### src/rtl/alu_share_arb.sv
// Two-channel round-robin arbiter sharing one WIDTH-bit ALU (AND/OR/SUB/ADD).
// Optional per-channel grant counters are built when ALU_ARB_STATS_EN is defined.
module alu_share_arb #(
  parameter int unsigned WIDTH = 4
) (
  input  logic             clk,
  input  logic             rst_n,
  input  logic             req0_valid,
  output logic             req0_ready,
  input  logic [1:0]       req0_code,
  input  logic [WIDTH-1:0] req0_a,
  input  logic [WIDTH-1:0] req0_b,
  input  logic             req1_valid,
  output logic             req1_ready,
  input  logic [1:0]       req1_code,
  input  logic [WIDTH-1:0] req1_a,
  input  logic [WIDTH-1:0] req1_b,
  output logic             res_valid,
  input  logic             res_ready,
  output logic [WIDTH-1:0] res_data,
  output logic             res_id
`ifdef ALU_ARB_STATS_EN
  ,
  output logic [7:0]       grant_cnt0,
  output logic [7:0]       grant_cnt1
`endif
);

  localparam int unsigned CODE_W = 2;

  typedef enum logic [1:0] {
    IDLE = 2'd0,
    EXEC = 2'd1,
    RESP = 2'd2
  } state_t;

  state_t              state;
  state_t              state_nxt;
  logic                last_grant;
  logic                grant0;
  logic                grant1;
  logic [CODE_W-1:0]   op_code;
  logic [WIDTH-1:0]    op_a;
  logic [WIDTH-1:0]    op_b;
  logic                op_id;
  logic [WIDTH-1:0]    alu_y;

  // State register
  always_ff @(posedge clk or negedge rst_n) begin
    if (!rst_n) begin
      state <= IDLE;
    end else begin
      state <= state_nxt;
    end
  end

  // Next state and grant; rst_n gating keeps ready low while reset is held
  always_comb begin
    state_nxt  = state;
    grant0     = 1'b0;
    grant1     = 1'b0;
    unique case (state)
      IDLE: begin
        if (rst_n) begin
          grant0 = req0_valid && (!req1_valid || last_grant);
          grant1 = req1_valid && !grant0;
          if (grant0 || grant1) begin
            state_nxt = EXEC;
          end
        end
      end
      EXEC: begin
        state_nxt = RESP;
      end
      RESP: begin
        if (res_ready) begin
          state_nxt = IDLE;
        end
      end
      default: begin
        state_nxt = IDLE;
      end
    endcase
    req0_ready = grant0;
    req1_ready = grant1;
  end

  // Shared ALU on latched operands; SUB is two's-complement a + ~b + 1
  always_comb begin
    alu_y = '0;
    unique case (op_code)
      2'b00:   alu_y = op_a & op_b;
      2'b01:   alu_y = op_a | op_b;
      2'b10:   alu_y = op_a + ~op_b + WIDTH'(1);
      default: alu_y = op_a + op_b;
    endcase
  end

  // Operand latch, arbitration history and registered response
  always_ff @(posedge clk or negedge rst_n) begin
    if (!rst_n) begin
      op_code    <= '0;
      op_a       <= '0;
      op_b       <= '0;
      op_id      <= 1'b0;
      last_grant <= 1'b1;
      res_valid  <= 1'b0;
      res_data   <= '0;
      res_id     <= 1'b0;
    end else begin
      if (grant0) begin
        op_code    <= req0_code;
        op_a       <= req0_a;
        op_b       <= req0_b;
        op_id      <= 1'b0;
        last_grant <= 1'b0;
      end else if (grant1) begin
        op_code    <= req1_code;
        op_a       <= req1_a;
        op_b       <= req1_b;
        op_id      <= 1'b1;
        last_grant <= 1'b1;
      end
      if (state == EXEC) begin
        res_data  <= alu_y;
        res_id    <= op_id;
        res_valid <= 1'b1;
      end else if ((state == RESP) && res_ready) begin
        res_valid <= 1'b0;
      end
    end
  end

`ifdef ALU_ARB_STATS_EN
  localparam int unsigned CNT_W = 8;
  localparam logic [CNT_W-1:0] CNT_MAX = '1;

  // Saturating accepted-request counters
  always_ff @(posedge clk or negedge rst_n) begin
    if (!rst_n) begin
      grant_cnt0 <= '0;
      grant_cnt1 <= '0;
    end else begin
      if (grant0 && (grant_cnt0 != CNT_MAX)) begin
        grant_cnt0 <= grant_cnt0 + CNT_W'(1);
      end
      if (grant1 && (grant_cnt1 != CNT_MAX)) begin
        grant_cnt1 <= grant_cnt1 + CNT_W'(1);
      end
    end
  end
`endif

endmodule

### config.mk
export PLATFORM = sky130hd
export DESIGN_NAME = alu_share_arb
export DESIGN_NICKNAME = d
export VERILOG_FILES = /design/src/rtl/alu_share_arb.sv
export SDC_FILE = /design/constraint.sdc
export NUM_CORES = 1
export LEC_CHECK = 0
export ABC_AREA = 1
export CAP_MARGIN = 20
export CORE_ASPECT_RATIO = 0.5
export CORE_MARGIN = 4
export CORE_UTILIZATION = 40
export CTS_BUF_LIST = sky130_fd_sc_hd__clkbuf_8
export DETAILED_ROUTE_END_ITERATION = 8
export PLACE_DENSITY = 0.67
export SLEW_MARGIN = 20
export SYNTH_ARGS = -nofsm -noshare
export SYNTH_HDL_FRONTEND = slang
export SYNTH_SLANG_ARGS = --single-unit
export TNS_END_PERCENT = 30
### constraint.sdc
create_clock -name clk -period 1.6 [get_ports clk]
set_clock_uncertainty 0.05 [all_clocks]
set_input_delay 0.24 -clock clk [delete_from_list [all_inputs] [get_ports clk]]
set_output_delay 0.24 -clock clk [all_outputs]
set_load 0.005 [all_outputs]
==> results of run 1 <==
==> area by class of cell <==
class | instances | area [um^2]
multi-input combinational | 106 | 683
inverter | 23 | 86.3
clock buffer | 4 | 55.1
timing repair buffer | 49 | 443
tap | 40 | 50.0
fill | 277 | 1190
sequential | 20 | 503
==> worst paths after layout <==
check	startpoint	endpoint	slack (ps)
setup / recovery	op_a[0]	res_data[2]	7
hold / removal	rst_n	op_id	160
setup reg to reg	op_a[0]	res_data[2]	7
hold reg to reg	last_grant	last_grant	430
max in group asynchronous	rst_n	op_a[1]	1040
min in group clk	last_grant	last_grant	430
==> timing repair <==
action | in CTS | in global routing
resized for setup | 9 | 11
setup endpoints to repair | 4 | 5
buffers inserted | 2 | 1
hold endpoints to repair | 0 | 0
pin swaps | 1 | 3
==> synthesized netlist by cell type <==
library cell and instances:
ha_1 11, o21ai_0 5, o211ai_1 8, xnor2_1 1, nor2_4 2, nand2_1 45
or2_2 2, o211ai_2 2, nand3b_1 1, nand3_1 9, nand2_2 1, fa_1 2
buf_4 1, a21oi_1 5, dfstp_2 1, nand3_2 1, inv_1 21, buf_6 1
o2111ai_1 1, nand3_4 1, nor2_1 8, dfrtp_1 19, a31oi_1 1, inv_2 2
==> logic make-up (layout without fill, tap and decap cells) <==
family,Yosys count,count (layout)
buffers and inverters,25,76
AO/OA/AOI/OAI,22,22
flip-flops,20,20
adder cells (fa/ha/maj),13,13
AND/OR/NAND/NOR,70,70
XOR/XNOR,1,1
==> layout by cell type (no fill, tap or decap), types with 2 or more instances in the layout <==
master | netlist | final
ha_1 | 11 | 9
inv_2 | 2 | 6
o211ai_1 | 8 | 8
o211ai_2 | 2 | 2
o21ai_0 | 5 | 4
inv_1 | 21 | 17
clkdlybuf4s50_1 | 0 | 29
nor2_4 | 2 | 2
or2_2 | 2 | 2
nor2_1 | 8 | 8
clkbuf_8 | 0 | 4
nand2_1 | 45 | 45
nand3_1 | 9 | 9
dfrtp_1 | 19 | 18
a21oi_1 | 5 | 5
fa_2 | 0 | 2
buf_4 | 1 | 17
==> per-layer routing <==
| layer | up-vias | global-route usage [%] | wire (um) | part of all wire (%) |
|---|---|---|---|---|
| li1 | 583 | - | - | - |
| met1 | 500 | 20.7 | 1450 | 49 |
| met2 | 25 | 23.5 | 1320 | 45 |
| met3 | 0 | 3.78 | 167 | 5.7 |
| met4 | 0 | 0.917 | 0 | 0 |
| met5 | - | 0 | 0 | 0 |
==> critical path: stages (launching register included) <==
cell and delay (ps):
dfrtp_1 400, inv_2 90, ha_4 130, inv_2 40, fa_2 330, xnor2_1 130, nand2_1 70, o2111ai_2 100
nand3_1 100, nand2_1 50
==> per-stage QoR <==
stage | hold slack (ps) | utilization (%) | instance area, um^2
2_1_floorplan | -106 | - | 1260
3_5_place_dp | 426 | 57.1 | 1720
5_1_grt | 154 | 60.4 | 1820
6_report | 158 | 60.4 | 1820
4_1_cts | 138 | 59.6 | 1800
3_3_place_gp | 415 | 57.1 | 1720
==> power by group <==
part	leakage, nW	internal (mW)	total, mW	switching [mW]
logic	0.571	0.906	1.85	0.942
registers	0.245	0.764	0.951	0.186
clock network	0.0288	0.219	0.380	0.161
total	0.845	1.89	3.18	1.29
==> state kept, by name (all words and copies together), names as in the netlist <==
name and cells:
res_valid 1, op_b 4, state 2, res_id 1
res_data 4, op_a 4, op_code 2, op_id 1
last_grant 1
==> results.toml, run 1 <==
[status]
status = "finished clean"

[synthesis]
syn_avg_cell_area_um2 = 8.37
synth_top_area_cell = "dfrtp_1"
synth.area.mux_share_pct = 0
ys_seq_area_share_pct = 39.7
synth.distinct_cells = 24
synth_top_family_by_area = "simple AND/OR/NAND/NOR gates"
synth_compound_area_share_pct = 11.9
yosys_register_bits = 20
synthSimpleGateAreaFrac_pct = 25.3
ys_warn_count = 0
syn-cell-area_um2 = 1260
yosysTopAreaCellShare_pct = 37.6
synth_xor_area_share_pct = 0.693
synth_area_leaders = "dfrtp_1, nand2_1, ha_1"
postSynthNetCount = 189
synthCells = 151
synthAdderAreaFrac_pct = 14.1

[critical_path]
crit_type = "flop to flop"
cp_max_fo = 2
cp.required_ps = 1700
cp-end-kind = "flop"
ff2ff_path_depth = 9
crit_path_start_kind = "flop"
cp.arrival_ps = 1690

[timing]
fin_crit_sh_pct = 99.6
maxSlewHeadroom_pct = 80.7
final_hold_viol_count = 0
setup_viol = 0
finalMaxSlewViolations = 0
fin_setup_tns_ps = 0
worst_pin_slew_ps = 289
layout_setup_ws_ps = 7.03
grt_setup_unrepaired = "yes"
period_minus_slack_ps = 1590
fmax_mhz = 628

[drt]
first_pass_iters = 4
wl_per_cell_um = 12.1
totalWireLength_um = 2930
via_per_inst = 4.58
post-route-drc-count = 0
vias = 1108
ant_nets = 0
dr.first_iter.drc_count = 45

[grt]
antenna_found_initial = 0
grt_pass1_wl_um = 4580
grt_pass1_vias = 1024
grt_max_degree = 19
track_usage_pct = 14.5
overflow = 0

[clocking]
root_buffer = "clkbuf_8"
cts_tree = "built"
clk_pin_slew_ps = 70
cts.path.max_buffers = 2
insertion_delay_ps = 260
cts_made_buffers = 3
htree_num_levels = 1
postCtsHoldBufs = 0
cts.sinks = 20

[die]
ios = 33
core_area_um2 = 3010
die_w_um = 87.5
die_y_um = 47.7
initial_core_util_pct = 41.9
die_area_um2 = 4180
fp-row-count = 14

[final_layout]
stdcell_count = 242
layout.nets = 241
area_growth_pct = 44.1
diodes = 0
drive_above_1_share_pct = 22.3

[placement]
port_buffers = 32
post-place-ws_ps = -286
gp_congestion = 0.836
placed_cells = 235
dp_hpwl_um = 2410

[power]
power_density_nw_per_um2 = 1750
total_power_mw = 3.18
max-vdd-ir-drop_uv = 721
p_leak_nw = 0.845

[worst_hold_path]
hold_class = "input pin to asynchronous set/reset pin"

[job]
drv_cap = 0
Note: power is estimated with default switching activity, not from simulation.
==> run 2, diff against run 1 <==
--- a/config.mk
+++ b/config.mk
@@ -12,7 +12,7 @@
 export CORE_UTILIZATION = 40
 export CTS_BUF_LIST = sky130_fd_sc_hd__clkbuf_8
 export DETAILED_ROUTE_END_ITERATION = 8
-export PLACE_DENSITY = 0.67
+export PLACE_DENSITY = 0.65
 export SLEW_MARGIN = 20
 export SYNTH_ARGS = -nofsm -noshare
 export SYNTH_HDL_FRONTEND = slang
==> constraint.sdc (replaced) <==
create_clock -name clk -period 1.5 [get_ports clk]
set_clock_uncertainty 0.05 [all_clocks]
set_input_delay 0.225 -clock clk [delete_from_list [all_inputs] [get_ports clk]]
set_output_delay 0.225 -clock clk [all_outputs]
set_load 0.005 [all_outputs]
==> run 2 against run 1 <==
Effect of this change:
- the run now ends with negative setup slack left
- cell area up 5.4%
- register-to-register slack got worse by 120 ps
- wire length increased by 6.1%
- final cell count is 3.3% higher
- critical path type unchanged
- utilization grew 3.2 points
- highest routed layer is now met4
- critical path depth fell by 2
==> results.toml, run 2 (synthesis results as in run 1) <==
[status]
status = "finished, violations left"
violations = "negative setup slack"

[final_layout]
layout_commonest_cell = "nand2_1"
area_growth_pct = 51.8
multi_input_area_um2 = 716
stdcell_count = 250
n_fill_cell = 270
fin_util_pct = 63.7
ff_latch_area_um2 = 503
largest_registers = "op_a: 4 flops, op_b: 4 flops, res_data: 4 flops"
diodes = 0
drive_above_1_share_pct = 27.6
final_cell_mix = "nand2_1, clkdlybuf4s50_1, buf_4, dfrtp_1, inv_1"
layout.nets = 249

[grt]
track_usage_pct = 16.0
grt_pass1_wl_um = 4890
overflow = 0
grt_pass1_vias = 1038
antenna_found_initial = 0
grt_max_degree = 19

[clocking]
cts_made_buffers = 3
root_buffer = "clkbuf_8"
cts.sinks = 20
cts.path.max_buffers = 2
cts_tree = "built"
postCtsHoldBufs = 0
clk_pin_slew_ps = 70
insertion_delay_ps = 260
htree_num_levels = 1

[die]
die_y_um = 47.7
fp-row-count = 14
initial_core_util_pct = 41.9
die_w_um = 87.5
core_area_um2 = 3010
ios = 33
die_area_um2 = 4180

[timing]
fmax_mhz = 622
final_hold_viol_count = 0
finalMaxSlewViolations = 0
worst_pin_slew_ps = 282
grt_setup_unrepaired = "yes"
whs_ps = 130
maxSlewHeadroom_pct = 81.2
fin_crit_sh_pct = 107
setup_viol = 4
layout_setup_ws_ps = -109
period_minus_slack_ps = 1610

[drt]
vias = 1189
post-route-drc-count = 0
dr.first_iter.drc_count = 52
first_pass_iters = 4
via_per_inst = 4.76
totalWireLength_um = 3110
wl_per_cell_um = 12.4
ant_nets = 0

[critical_path]
cp.arrival_ps = 1710
worst-path-buf-inv = 1
cp-end-kind = "flop"
cp.required_ps = 1610
cpPeakStageDelay_ps = 440
cp_max_fo = 3
crit_chain = "ha_4 -> inv_2 -> fa_2 -> nand2_1 -> o211ai_1 -> o21ai_1 -> nand2_1"
reg2reg_to = "res_data[1]"
critPathTopFamily = "adder cells"
path_common_cell = "nand2_1"
crit_path_top_delay_cell = "dfrtp_2"
crit_type = "flop to flop"
crit_path_start_kind = "flop"
ff2ff_path_depth = 7
reg2reg_from = "op_b[0]"
ff2ff_setup_slack_ps = -110

[placement]
post-place-ws_ps = -372
gp_congestion = 0.857
dp_hpwl_um = 2450
port_buffers = 32
placed_cells = 241

[power]
total_power_mw = 3.66
power_density_nw_per_um2 = 1910
p_leak_nw = 0.889
max-vdd-ir-drop_uv = 996

[job]
drv_cap = 0

[worst_hold_path]
hold_class = "input pin to asynchronous set/reset pin"
-- run 2: final cells by class --
type	count	area share, %
tap	40	2.61
timing repair buffer	57	26.4
inverter	23	4.63
sequential	20	26.2
clock buffer	4	2.87
multi-input combinational	106	37.3
-- run 2: power breakdown --
group | switching, mW | leakage [nW] | internal [mW]
Clock | 0.176 | 0.0288 | 0.234
Sequential | 0.205 | 0.245 | 0.816
Combinational | 1.09 | 0.615 | 1.15
-- run 2: what timing repair did --
action | in CTS | in global routing
setup endpoints to repair | 5 | 15
setup buffers | 4 | 1
gates cloned | 0 | 0
gates resized for setup | 18 | 12
pin swaps | 5 | 6
-- run 2: stage by stage --
stage                     setup TNS (ps)  cell area [um^2]
after detailed placement           -2610              1770
after global placement             -2280              1770
final                               -218              1920
after global routing                -799              1920
after floorplan                    -18.9              1260
after CTS                           -288              1860
-- run 2: how the worst max path moves through the flow --
| stage | start | endpoint | slack [ps] | cells after the start |
|---|---|---|---|---|
| after global placement | rst_n | req1_ready | -350 | 4 |
| after global routing | op_b[0] | res_data[1] | -190 | 7 |
| after detailed placement | rst_n | req1_ready | -370 | 4 |
| after floorplan | op_a[0] | res_data[2] | -20 | 9 |
| after CTS | op_a[0] | res_data[1] | -120 | 8 |
| final | op_b[0] | res_data[1] | -110 | 7 |
-- run 2: routing by layer --
layer  share of wire (%)  wire [um]  up-vias  track usage [%]
met1                  48       1480      555             22.2
met4                 1.8         55        0             6.42
met5                   0          0        -                0
met3                 4.6        143        5             3.26
met2                  46       1430       29             25.0
li1                    -          -      600                -
-- run 2: worst reg2reg max path: cells and delay by family, from the launching register on --
family,cells,cell delay (ps)
AOI/OAI and AO/OA,2,240
adders and majority gates,2,590
buffers and inverters,1,50
DFF,1,440
and+or+nand+nor,2,140
==> RTL change, RTL diff (settings of run 1) <==
Add a define of `ALU_ARB_STATS_EN`.
--- a/src/rtl/alu_share_arb.sv
+++ b/src/rtl/alu_share_arb.sv
@@ -1,4 +1,6 @@
 // Two-channel round-robin arbiter sharing one WIDTH-bit ALU (AND/OR/SUB/ADD).
 // Optional per-channel grant counters are built when ALU_ARB_STATS_EN is defined.
+`define ALU_ARB_STATS_EN
+
 module alu_share_arb #(
   parameter int unsigned WIDTH = 4
Behaviour (old outputs only; new: grant_cnt0 and grant_cnt1): unchanged (equiv_simple and equiv_induct, registers matched by name and starting in step).
==> RTL change against run 1 <==
- the flow now finishes with violations (setup timing)
- synthesized area increased by 63%
- wire length rose by 61%
- via count up 63%
- final area rose by 58%
- clock power grew 79%
- total power rose by 49%
- sequential cell count grew 16
- sequential share of layout area increased by 4.0 points
- worst setup slack worse by 0.036 ns
- count of clock-buffer cells in the layout increased by 2
- critical path type unchanged
- largest power group unchanged
==> RTL change: results (changes against run 1) <==
| Metric | Value |
|---|---|
| Worst setup margin | `-0.0291 ns (was 0.00703 ns)` |
| Total CTS buffers | `5 (was 3)` |
| Final setup vio count | `1 (was 0)` |
| Synth cell types | `26 (was 24)` |
| Synth cell count leaders | `78 x nand2_1, 35 x dfrtp_1, 28 x inv_1 (was 45 x nand2_1, 21 x inv_1, 19 x dfrtp_1)` |
| Pre-CTS WS | `-0.323 ns (was -0.286 ns)` |
| Failing checks | `setup timing` |
| Clock latency on the worst-skew pair | `0.29 ns (was 0.26 ns)` |
| Share of cells above drive strength 1 | `17.8% (was 22.3%)` |
| CTS H-tree lvls | `2 (was 1)` |
| First-pass GRT wire length | `7950 µm (was 4580 µm)` |
| Largest registers | `grant_cnt0 (8), grant_cnt1 (8) (was op_a (4), op_b (4), res_data (4))` |
| Worst hold slack | `0.388 ns (was 0.158 ns)` |
| Worst reg2reg startpoint | `op_b[0]$_DFFE_PN0P_ (was op_a[0]$_DFFE_PN0P_)` |
| Post-Syn Nets | `287 (was 189)` |
| Max-slew headroom | `80.2% (was 80.7%)` |
| Worst R2R Path Depth | `7 (was 9)` |
| Hold Crit Class | `in -> reg (was in -> async)` |
| Met3 Use GR | `3.61% (was 3.78%)` |
| Nets | `354 (was 241)` |
| VDD IR-drop max | `611 µV (was 721 µV)` |
| Routed wire length | `4710 µm (was 2930 µm)` |
| Mapped Cells | `247 (was 151)` |
| Leakage | `0.00132 µW (was 0.000845 µW)` |
| PortBufs | `48 (was 32)` |
| Synth area leaders | `dfrtp_1 42%, nand2_1 14%, ha_1 7.9%, inv_1 5.1%, xor2_1 3.8% (was dfrtp_1 38%, nand2_1 13%, ha_1 11%, inv_1 6.2%, o211ai_1 4.8%)` |
| Met2 Track Usage GR | `26.9% (was 23.5%)` |
| Crit Path Max Fanout | `3 (was 2)` |
| Routed vias/inst | `4.68 (was 4.58)` |
| Status | `finished with violations (was finished clean)` |
| Number of DRC markers in iteration 0 | `34 (was 45)` |
| RD Place Congestion | `0.821 (was 0.836)` |
[RTL change: cell count changes in the layout (fill, tap and decap cells not counted), sizes merged, moves of 4 or more]
cell,delta
nand2,+34
clkdlybuf4s50,+16
dfrtp,+16
o21ai,+12
inv,+9
xor2,+9
nor2,+5
nor3,+5
xnor2,+5
a21oi,-4
[RTL change: cell families (layout without fill, tap and decap cells)]
family / after synthesis / count (layout) / share of synthesized area (%)
XOR/XNOR: 15 / 15 / 6.36
flip-flops: 36 / 36 / 43.7
buffers and inverters: 34 / 102 / 6.55
AO/OA/AOI/OAI: 29 / 29 / 8.42
AND/OR/NAND/NOR: 118 / 118 / 25.2
adder cells (fa/ha/maj): 15 / 15 / 9.82
[RTL change: layout make-up]
cell class,instances,area (µm²)
clock inverter,2,10.0
clock buffer,6,82.6
timing repair buffer,62,587
sequential,36,911
multi-input combinational,177,1080
inverter,32,125
fill,446,2070
tap,70,87.6
[RTL change: what timing repair did]
item / in CTS / in global routing
pin swaps: 2 / 3
setup endpoints to repair: 5 / 22
hold buffers: 1 / 0
buffers inserted: 1 / 0
resized for setup: 8 / 29
hold endpoints to repair: 35 / 0
[RTL change: metal layers]
metal	wire length [µm]	share of wire, %	up-vias
met5	0	0	-
met4	66	1.4	0
met2	2290	49	29
met3	159	3.4	8
li1	-	-	920
met1	2190	47	844
[RTL change: critical path, cell delays in order (launching register included)]
cell      delay, ns
dfrtp_1        0.43
ha_4           0.18
inv_2          0.06
fa_2           0.43
nand2_1        0.10
o211ai_1       0.08
o21ai_1        0.14
nand2_1        0.06
[RTL change: power groups by stage]
stage          Combinational, µW  Sequential, µW  Clock, µW
2_1_floorplan               1330            1600          0
3_5_place_dp                2290            1620          0
6_report                    2430            1640        679
4_1_cts                     2320            1610        702
3_3_place_gp                2230            1600          0
5_1_grt                     2730            1700        747
